$ cat src/rtl/apb_pkg.sv
// Shared types and widths for the two-requester APB arbiter.
package apb_pkg;

    localparam int PROT_W = 3;
    localparam int STRB_W = 4;

    typedef enum logic [1:0] {
        IDLE   = 2'b00,
        SETUP  = 2'b01,
        ACCESS = 2'b10
    } state_t;

endpackage

$ cat src/rtl/apb_rr_arbiter_if.sv
// One APB link. The requester side uses the master modport; the arbiter
// receives requests through the slave modport and drives downstream
// through the master modport.
interface apb_rr_arbiter_if
    import apb_pkg::*;
#(
    parameter int ADDR_W = 32,
    parameter int DATA_W = 32
) ();

    logic [ADDR_W-1:0] paddr;
    logic              psel;
    logic              penable;
    logic [PROT_W-1:0] pprot;
    logic              pwrite;
    logic [DATA_W-1:0] pwdata;
    logic [STRB_W-1:0] pstrb;
    logic              pready;
    logic [DATA_W-1:0] prdata;
    logic              pslverr;

    modport master (
        output paddr, psel, penable, pprot, pwrite, pwdata, pstrb,
        input  pready, prdata, pslverr
    );

    modport slave (
        input  paddr, psel, penable, pprot, pwrite, pwdata, pstrb,
        output pready, prdata, pslverr
    );

endinterface

$ cat src/rtl/apb_rr_pick.sv
// Two-way round-robin picker: a lone requester wins outright, a tie goes
// to whichever requester was not served last.
module apb_rr_pick (
    input  logic [1:0] req,
    input  logic       last,
    output logic       gnt_idx,
    output logic       any
);

    // Pure combinational pick; the caller registers the result.
    always_comb begin
        any     = |req;
        gnt_idx = (&req) ? ~last : req[1];
    end

endmodule

$ cat src/rtl/apb_rr_arbiter.sv
// Round-robin arbiter sharing one downstream APB path between the
// instruction-fetch (m0) and load/store (m1) masters. Each granted
// transfer gets a fresh SETUP/ACCESS sequence downstream, and an optional
// timeout forces an error completion on a hung slave.
//
//   state  | meaning
//   IDLE   | no transfer downstream; arbitrate pending requests
//   SETUP  | out_psel=1, out_penable=0 for the granted requester
//   ACCESS | out_psel=1, out_penable=1; wait for out_pready or timeout
module apb_rr_arbiter
    import apb_pkg::*;
#(
    parameter int ADDR_W  = 32,
    parameter int DATA_W  = 32,
    parameter int TIMEOUT = 0,
    parameter int CNT_W   = 16
) (
    input  logic              clock,
    input  logic              reset,
    apb_rr_arbiter_if.slave   m0,
    apb_rr_arbiter_if.slave   m1,
    apb_rr_arbiter_if.master  out
);

    // Last ACCESS cycle index before a forced completion; unused when
    // the timeout is disabled.
    localparam logic [CNT_W-1:0] TO_LAST = CNT_W'((TIMEOUT > 0) ? TIMEOUT - 1 : 0);

    state_t            state_q, state_d;
    logic              grant_q, grant_d;
    logic              last_q, last_d;
    logic [CNT_W-1:0]  cnt_q, cnt_d;

    logic              pick_idx;
    logic              pick_any;
    logic              busy;
    logic              forced;
    logic              complete;
    logic [DATA_W-1:0] rsp_rdata;
    logic              rsp_err;
    logic [ADDR_W-1:0] mux_paddr;
    logic [DATA_W-1:0] mux_pwdata;

    apb_rr_pick u_pick (
        .req     ({m1.psel, m0.psel}),
        .last    (last_q),
        .gnt_idx (pick_idx),
        .any     (pick_any)
    );

    // State register; reset makes m0 win the first tie.
    always_ff @(posedge clock or negedge reset) begin
        if (!reset) begin
            state_q <= IDLE;
            grant_q <= 1'b0;
            last_q  <= 1'b1;
            cnt_q   <= '0;
        end else begin
            state_q <= state_d;
            grant_q <= grant_d;
            last_q  <= last_d;
            cnt_q   <= cnt_d;
        end
    end

    // Completion qualifiers: a real pready always wins over the timeout.
    always_comb begin
        busy      = (state_q != IDLE);
        forced    = (TIMEOUT != 0) && (state_q == ACCESS) && !out.pready && (cnt_q == TO_LAST);
        complete  = (state_q == ACCESS) && (out.pready || forced);
        rsp_rdata = forced ? '0 : out.prdata;
        rsp_err   = forced ? 1'b1 : out.pslverr;
    end

    // Next-state: arbitrate in IDLE, hold the grant through the transfer.
    always_comb begin
        state_d = state_q;
        grant_d = grant_q;
        last_d  = last_q;
        cnt_d   = cnt_q;
        case (state_q)
            IDLE: begin
                if (pick_any) begin
                    grant_d = pick_idx;
                    state_d = SETUP;
                    cnt_d   = '0;
                end
            end
            SETUP: begin
                state_d = ACCESS;
            end
            ACCESS: begin
                if (complete) begin
                    last_d  = grant_q;
                    state_d = IDLE;
                end else begin
                    cnt_d = cnt_q + 1'b1;
                end
            end
            default: begin
                state_d = IDLE;
            end
        endcase
    end

    // Downstream request: forward the granted requester, zero when idle.
    always_comb begin
        mux_paddr   = grant_q ? m1.paddr : m0.paddr;
        mux_pwdata  = grant_q ? m1.pwdata : m0.pwdata;
        out.psel    = busy;
        out.penable = (state_q == ACCESS);
        out.paddr   = '0;
        out.pprot   = '0;
        out.pwrite  = 1'b0;
        out.pwdata  = '0;
        out.pstrb   = '0;
        if (busy) begin
            out.paddr  = mux_paddr;
            out.pprot  = grant_q ? m1.pprot : m0.pprot;
            out.pwrite = grant_q ? m1.pwrite : m0.pwrite;
            out.pwdata = mux_pwdata;
            out.pstrb  = grant_q ? m1.pstrb : m0.pstrb;
        end
    end

    // Response routing: only the granted requester, only on completion.
    // A requester that dropped penable mid-transfer gets nothing.
    always_comb begin
        m0.pready  = 1'b0;
        m0.prdata  = '0;
        m0.pslverr = 1'b0;
        m1.pready  = 1'b0;
        m1.prdata  = '0;
        m1.pslverr = 1'b0;
        if (complete && !grant_q && m0.penable) begin
            m0.pready  = 1'b1;
            m0.prdata  = rsp_rdata;
            m0.pslverr = rsp_err;
        end
        if (complete && grant_q && m1.penable) begin
            m1.pready  = 1'b1;
            m1.prdata  = rsp_rdata;
            m1.pslverr = rsp_err;
        end
    end

endmodule

$ cat src/flat_wrapper.sv
// flat-port wrapper written by rule: the top's interface ports become plain ports
module apb_rr_arbiter_flat import apb_pkg::*;
#(
    parameter int ADDR_W  = 32,
    parameter int DATA_W  = 32,
    parameter int TIMEOUT = 0,
    parameter int CNT_W   = 16
)
  (clock, reset, m0_paddr, m0_psel, m0_penable, m0_pprot, m0_pwrite, m0_pwdata, m0_pstrb, m0_pready, m0_prdata, m0_pslverr, m1_paddr, m1_psel, m1_penable, m1_pprot, m1_pwrite, m1_pwdata, m1_pstrb, m1_pready, m1_prdata, m1_pslverr, out_paddr, out_psel, out_penable, out_pprot, out_pwrite, out_pwdata, out_pstrb, out_pready, out_prdata, out_pslverr);
  apb_rr_arbiter_if #(.ADDR_W(ADDR_W), .DATA_W(DATA_W)) m0_i ();
  apb_rr_arbiter_if #(.ADDR_W(ADDR_W), .DATA_W(DATA_W)) m1_i ();
  apb_rr_arbiter_if #(.ADDR_W(ADDR_W), .DATA_W(DATA_W)) out_i ();
  input  logic clock;
  input  logic reset;
  input wire logic [$bits(m0_i.paddr)-1:0] m0_paddr;
  input wire logic [$bits(m0_i.psel)-1:0] m0_psel;
  input wire logic [$bits(m0_i.penable)-1:0] m0_penable;
  input wire logic [$bits(m0_i.pprot)-1:0] m0_pprot;
  input wire logic [$bits(m0_i.pwrite)-1:0] m0_pwrite;
  input wire logic [$bits(m0_i.pwdata)-1:0] m0_pwdata;
  input wire logic [$bits(m0_i.pstrb)-1:0] m0_pstrb;
  output wire logic [$bits(m0_i.pready)-1:0] m0_pready;
  output wire logic [$bits(m0_i.prdata)-1:0] m0_prdata;
  output wire logic [$bits(m0_i.pslverr)-1:0] m0_pslverr;
  input wire logic [$bits(m1_i.paddr)-1:0] m1_paddr;
  input wire logic [$bits(m1_i.psel)-1:0] m1_psel;
  input wire logic [$bits(m1_i.penable)-1:0] m1_penable;
  input wire logic [$bits(m1_i.pprot)-1:0] m1_pprot;
  input wire logic [$bits(m1_i.pwrite)-1:0] m1_pwrite;
  input wire logic [$bits(m1_i.pwdata)-1:0] m1_pwdata;
  input wire logic [$bits(m1_i.pstrb)-1:0] m1_pstrb;
  output wire logic [$bits(m1_i.pready)-1:0] m1_pready;
  output wire logic [$bits(m1_i.prdata)-1:0] m1_prdata;
  output wire logic [$bits(m1_i.pslverr)-1:0] m1_pslverr;
  output wire logic [$bits(out_i.paddr)-1:0] out_paddr;
  output wire logic [$bits(out_i.psel)-1:0] out_psel;
  output wire logic [$bits(out_i.penable)-1:0] out_penable;
  output wire logic [$bits(out_i.pprot)-1:0] out_pprot;
  output wire logic [$bits(out_i.pwrite)-1:0] out_pwrite;
  output wire logic [$bits(out_i.pwdata)-1:0] out_pwdata;
  output wire logic [$bits(out_i.pstrb)-1:0] out_pstrb;
  input wire logic [$bits(out_i.pready)-1:0] out_pready;
  input wire logic [$bits(out_i.prdata)-1:0] out_prdata;
  input wire logic [$bits(out_i.pslverr)-1:0] out_pslverr;
  assign m0_i.paddr = m0_paddr;
  assign m0_i.psel = m0_psel;
  assign m0_i.penable = m0_penable;
  assign m0_i.pprot = m0_pprot;
  assign m0_i.pwrite = m0_pwrite;
  assign m0_i.pwdata = m0_pwdata;
  assign m0_i.pstrb = m0_pstrb;
  assign m0_pready = m0_i.pready;
  assign m0_prdata = m0_i.prdata;
  assign m0_pslverr = m0_i.pslverr;
  assign m1_i.paddr = m1_paddr;
  assign m1_i.psel = m1_psel;
  assign m1_i.penable = m1_penable;
  assign m1_i.pprot = m1_pprot;
  assign m1_i.pwrite = m1_pwrite;
  assign m1_i.pwdata = m1_pwdata;
  assign m1_i.pstrb = m1_pstrb;
  assign m1_pready = m1_i.pready;
  assign m1_prdata = m1_i.prdata;
  assign m1_pslverr = m1_i.pslverr;
  assign out_paddr = out_i.paddr;
  assign out_psel = out_i.psel;
  assign out_penable = out_i.penable;
  assign out_pprot = out_i.pprot;
  assign out_pwrite = out_i.pwrite;
  assign out_pwdata = out_i.pwdata;
  assign out_pstrb = out_i.pstrb;
  assign out_i.pready = out_pready;
  assign out_i.prdata = out_prdata;
  assign out_i.pslverr = out_pslverr;
  apb_rr_arbiter #(.ADDR_W(ADDR_W), .DATA_W(DATA_W), .TIMEOUT(TIMEOUT), .CNT_W(CNT_W)) u_core (.clock(clock), .reset(reset), .m0(m0_i), .m1(m1_i), .out(out_i));
endmodule
$ cat config.mk
export PLATFORM = sky130hd
export DESIGN_NAME = apb_rr_arbiter_flat
export DESIGN_NICKNAME = d
export VERILOG_FILES = /design/src/rtl/apb_pkg.sv /design/src/rtl/apb_rr_arbiter_if.sv /design/src/rtl/apb_rr_pick.sv /design/src/rtl/apb_rr_arbiter.sv /design/src/flat_wrapper.sv
export SDC_FILE = /design/constraint.sdc
export NUM_CORES = 1
export LEC_CHECK = 0
export CAP_MARGIN = 5
export CELL_PAD_IN_SITES_DETAIL_PLACEMENT = 2
export CELL_PAD_IN_SITES_GLOBAL_PLACEMENT = 2
export CORE_ASPECT_RATIO = 1.75
export CORE_MARGIN = 1
export CORE_UTILIZATION = 10
export CTS_CLUSTER_DIAMETER = 60
export DETAILED_ROUTE_END_ITERATION = 8
export GPL_TIMING_DRIVEN = 0
export PLACE_DENSITY = 0.86
export SLEW_MARGIN = 20
export SYNTH_ARGS = -nofsm -noshare
export SYNTH_HDL_FRONTEND = slang
export SYNTH_SLANG_ARGS = --single-unit
export TNS_END_PERCENT = 1
$ cat constraint.sdc
create_clock -name clock -period 1.73 [get_ports clock]
set_input_delay 0.4325 -clock clock [delete_from_list [all_inputs] [get_ports clock]]
set_output_delay 0.4325 -clock clock [all_outputs]
set_load 0.01 [all_outputs]
# Word-level counts from Yosys, hierarchy flattened
# Index checks and enable logic that the tools add are counted.
# totals
register_bits	4
in_bits	184
output_inout_bits	142
word_cells	41
# classes
eq_ne	4
muxes	20
bitwise	1
reduce_logical	13
# op_table
cell	count
32-bit two-way mux	6
4-bit two-way mux	2
2-bit AND reduction	4
1-bit two-way mux	7
3-bit two-way mux	2
2-bit one-hot mux with 3 select lines	1
1-bit logical AND	5
2-bit two-way mux	2
2-bit by 1-bit inequality test with 1-bit output, second input constant	2
2-bit by 1-bit == test with 1-bit output, second input constant	1
2-bit == test, second input constant	1
2-bit logical NOT	1
2-bit nonzero test	1
2-bit OR reduction	1
1-bit logical NOT	1
1-bit inverter	1

# Logic depth before layout (Yosys ltp)
# Gate-level depths: netlist (run 1).
# logic_depth
word_depth	5
ltp_mapped	4

# By module
# From an unflattened synthesis (run 1), not the netlist that was laid out.
# unflattened
hier_cells	291
area_unflattened_um2	1840.5
# by_module_without_submodules
module	n_inst	cells_each	area_per_inst_um2
apb_rr_arbiter	1	289	1826.8
apb_rr_pick	1	2	13.8

# Worst setup path after synthesis (run 1)
# OpenSTA, ideal clock, no wires.
# synth_path
path_type	input-to-output
from	in m0_penable
to	out m0_prdata[12]
arrival_ns	1.137
required_time_ns	1.297
path_slack_ns	0.160
stages	3
cell_sequence	clkinv_1 -> buf_1 -> nor3_2
# synth_between
elab_chain_cells	2
# synth_rtl
item	line_no	rtl
start: declaration	flat_wrapper.sv:17	input wire logic [$bits(m0_i.penable)-1:0] m0_penable;
1-bit logical AND	apb_rr_arbiter.sv:135	if (complete && !grant_q && m0.penable) begin
32-bit two-way mux	apb_rr_arbiter.sv:135	
end: declaration	flat_wrapper.sv:23	output wire logic [$bits(m0_i.prdata)-1:0] m0_prdata;
# No other way between the ends.

# Worst setup path after layout (run 1)
# layout_path
from	reg u_core.state_q[0]
to	out m0_prdata[9]
# layout_between
elab_chain_cells	5
# layout_rtl
item	line_no	rtl
start: declaration	apb_rr_arbiter.sv:29	state_t state_q, state_d;
start signal: assignment	apb_rr_arbiter.sv:59	state_q <= state_d;
2-bit == test	apb_rr_arbiter.sv:70	complete = (state_q == ACCESS) && (out.pready || forced);
1-bit logical AND	apb_rr_arbiter.sv:70	
1-bit logical AND (2 in series)	apb_rr_arbiter.sv:135	
32-bit two-way mux	apb_rr_arbiter.sv:135	
# No other way between the ends.

==> flow_metrics.env, run 1 <==
export IMPL_status="finished, violations left"
export IMPL_violations="design-rule violations, negative setup slack"
export IMPL_cts_tree="built"
export IMPL_cts_inserted_buffers=3
export IMPL_antennaDiodeCount=0
export IMPL_maxSlewHeadroom_pct=88.2
export IMPL_worstSkewPairLatency_ns=0.23
export IMPL_syn2layout_area_growth_pct=177
export IMPL_syn_avg_cell_area_sq_um=7.03
export IMPL_routed_wl_um=15100
export IMPL_final_cell_mix="180 x clkdlybuf4s50_1, 87 x buf_2, 73 x nor2_1, 67 x mux2i_1, 47 x nor3_2"
export IMPL_worst_pin_slew_ns=0.172
export IMPL_fmax_mhz=505
export IMPL_grt_pass1_wl_um=21200
export IMPL_fin_worst_skew_ns=0.00374
export IMPL_cts_root_buffer="clkbuf_16"
export IMPL_fin_ws_ns=-0.252
export IMPL_ys_warn_count=0
export IMPL_cts_max_path_buffers=2
export IMPL_drc=29
export IMPL_via_per_inst=3.97
export IMPL_antenna_found_initial=0
export IMPL_final_antenna_net_count=0
export IMPL_mostFrequentLayoutCell="clkdlybuf4s50_1"
export IMPL_drv_slew=0
export IMPL_ir_worst_vdd_mv=0.501
export IMPL_p_per_area_mw_per_mm2=1070
export IMPL_worst_endpoint_required_ns=1.30
export IMPL_ioPinCount=326
export IMPL_grt_pass1_vias=3877
export IMPL_rows=69
export IMPL_cts_sinks=4
export IMPL_power_uw=6150
export IMPL_synth_fp_nets=480
export IMPL_worstPathArrival_ns=1.55
export IMPL_netlist_area_leader_share_pct=34.7
export IMPL_p_leak_uw=0.00282
export IMPL_end_kind="output port"
export IMPL_coreArea_sq_mm=0.0204
export IMPL_ys_ff_latch=4
export IMPL_crit_type="reg -> out"
export IMPL_dp_cells=869
export IMPL_crit_path_start_kind="register"
export IMPL_yosysTopAreaCell="mux2i_1"
export IMPL_clk_pin_slew_ns=0.03
export IMPL_die_area_sq_mm=0.0214
export IMPL_fp_dieH_um=193
export IMPL_grt_max_degree=11
export IMPL_ys_seq_area_share_pct=4.87
export IMPL_avgRoutedWirePerCell_um=17.1
export IMPL_finalCritPeriodShare_pct=115
export IMPL_portBuffers=325
export IMPL_nets=825
export IMPL_synthCells=296
export IMPL_grt_use_total_pct=12.8
export IMPL_synth_distinct_cells=22
export IMPL_overflow=0
export IMPL_finalHoldViolCount=0
export IMPL_final_cells=888
export IMPL_critical_path_max_fanout=10
export IMPL_vias=3526
export IMPL_syn_area_sq_mm=0.00208
export IMPL_synth_area_leaders="mux2i_1 35%, nor3_2 15%, nor2_1 14%"
export IMPL_final_layout_size_suffix_gt1_share_pct=40.5
export IMPL_rsz0062_at_grt="true"
export IMPL_worstHoldPathType="in -> async"
export IMPL_drt_iter0_markers=91
export IMPL_start_util_pct=10.2
export IMPL_dr_pass1_iters=6
export IMPL_min_period_ns=1.98
export IMPL_finalSetupViolCount=139
export IMPL_gp_congestion=0.751
export IMPL_cts_htree_levels=1
export IMPL_dieWidth_um=111
export IMPL_maxCapViolations=0
export IMPL_place_hpwl_um=12500
## state kept, by name, indices dropped and copies added, names as in the netlist
name            count
u_core.state_q      2
u_core.grant_q      1
u_core.last_q       1
## logic make-up (layout without fill, tap and decap cells)
family / count (synthesis) / after routing / share of synthesized area (%)
multiplexers: 72 / 72 / 34.7
AND/OR/NAND/NOR: 149 / 150 / 40.5
AO/OA/AOI/OAI: 4 / 4 / 1.26
flip-flops: 4 / 4 / 4.87
buffers and inverters: 67 / 410 / 18.7
## critical path, stage by stage, from the launching register on
cell and delay (ns):
dfrtp_2 0.46, nand4bb_1 0.23, buf_6 0.17, buf_8 0.15, nor3_2 0.13, buf_2 0.16
## what timing repair did
item / 4_1_cts / 5_1_grt
hold buffers: 0 / 0
gates resized for setup: 491 / 156
gates cloned: 0 / 4
buffers inserted: 9 / 2
setup endpoints to repair: 142 / 141
pin swaps: 8 / 1
## report_power, final
part / internal (uW) / leakage [uW] / switching, uW
clock: 306 / 0.0000382 / 79.1
combinational: 2790 / 0.00274 / 2750
sequential: 155 / 0.0000438 / 73.7
total: 3250 / 0.00282 / 2900
## final timing paths
kind	start	endpoint	slack [ns]	cells past startpoint
max	u_core.state_q[0]$_DFFE_PN0P_	m0_prdata[9]	-0.25	5
min	reset	u_core.grant_q$_DFFE_PN0P_	0.41	1
max reg2reg	u_core.state_q[1]$_DFFE_PN0P_	u_core.grant_q$_DFFE_PN0P_	0.32	4
min reg2reg	u_core.last_q$_DFFE_PN1P_	u_core.last_q$_DFFE_PN1P_	0.51	2
max in group asynchronous	reset	u_core.last_q$_DFFE_PN1P_	1.08	1
min in group clock	u_core.last_q$_DFFE_PN1P_	u_core.last_q$_DFFE_PN1P_	0.51	2
## cell type report
type | count | area [sq um]
buffer | 29 | 457
clock buffer | 4 | 78.8
fill | 2339 | 14600
inverter | 38 | 153
multi-input combinational | 226 | 1860
sequential | 4 | 105
tap | 248 | 310
timing repair buffer | 339 | 2790
## synthesized netlist by cell type
cell        n
or3b_2      1
nor2_1     77
clkbuf_1    5
buf_1       2
nor3_2     31
nand4bb_1   1
o21ai_0     2
dfrtp_1     3
inv_1      36
nand4b_4    1
or3b_1      1
buf_8       6
mux2i_1    72
clkinv_1    2
nor2b_1     1
nor3_1     35
a22o_1      1
buf_2       8
and3b_1     1
dfstp_2     1
buf_6       8
a21boi_0    1
## routing by layer
layer  global-route usage, %  vias up  part of all wire (%)
met5                       0        -                     0
met3                    2.61       15                   7.0
li1                        -     1669                     -
met2                    28.4      198                    61
met4                    2.81        0                   1.7
met1                    11.5     1644                    30
## per-stage QoR
stage / util, % / hold WS, ns / TNS (ns) / area [sq um] / setup WS [ns]
detailed placement: 27.7 / 0.491 / -95.59 / 5640 / -1.09
finish: 28.2 / 0.408 / -16.46 / 5750 / -0.252
CTS: 27.2 / 0.411 / -24.53 / 5550 / -0.265
floorplan: - / 0.137 / 0 / 2080 / 0.160
global placement: 27.7 / 0.477 / -92.15 / 5640 / -1.04
global route: 28.2 / 0.428 / -26.02 / 5750 / -0.350
Note: power is estimated with default switching activity, not from simulation.
==> run 2, diff against run 1 <==
Settings changed: CAP_MARGIN 5 to 10.
==> results of run 2 <==
The final DEF is identical to that of run 1; final timing and power are the same.
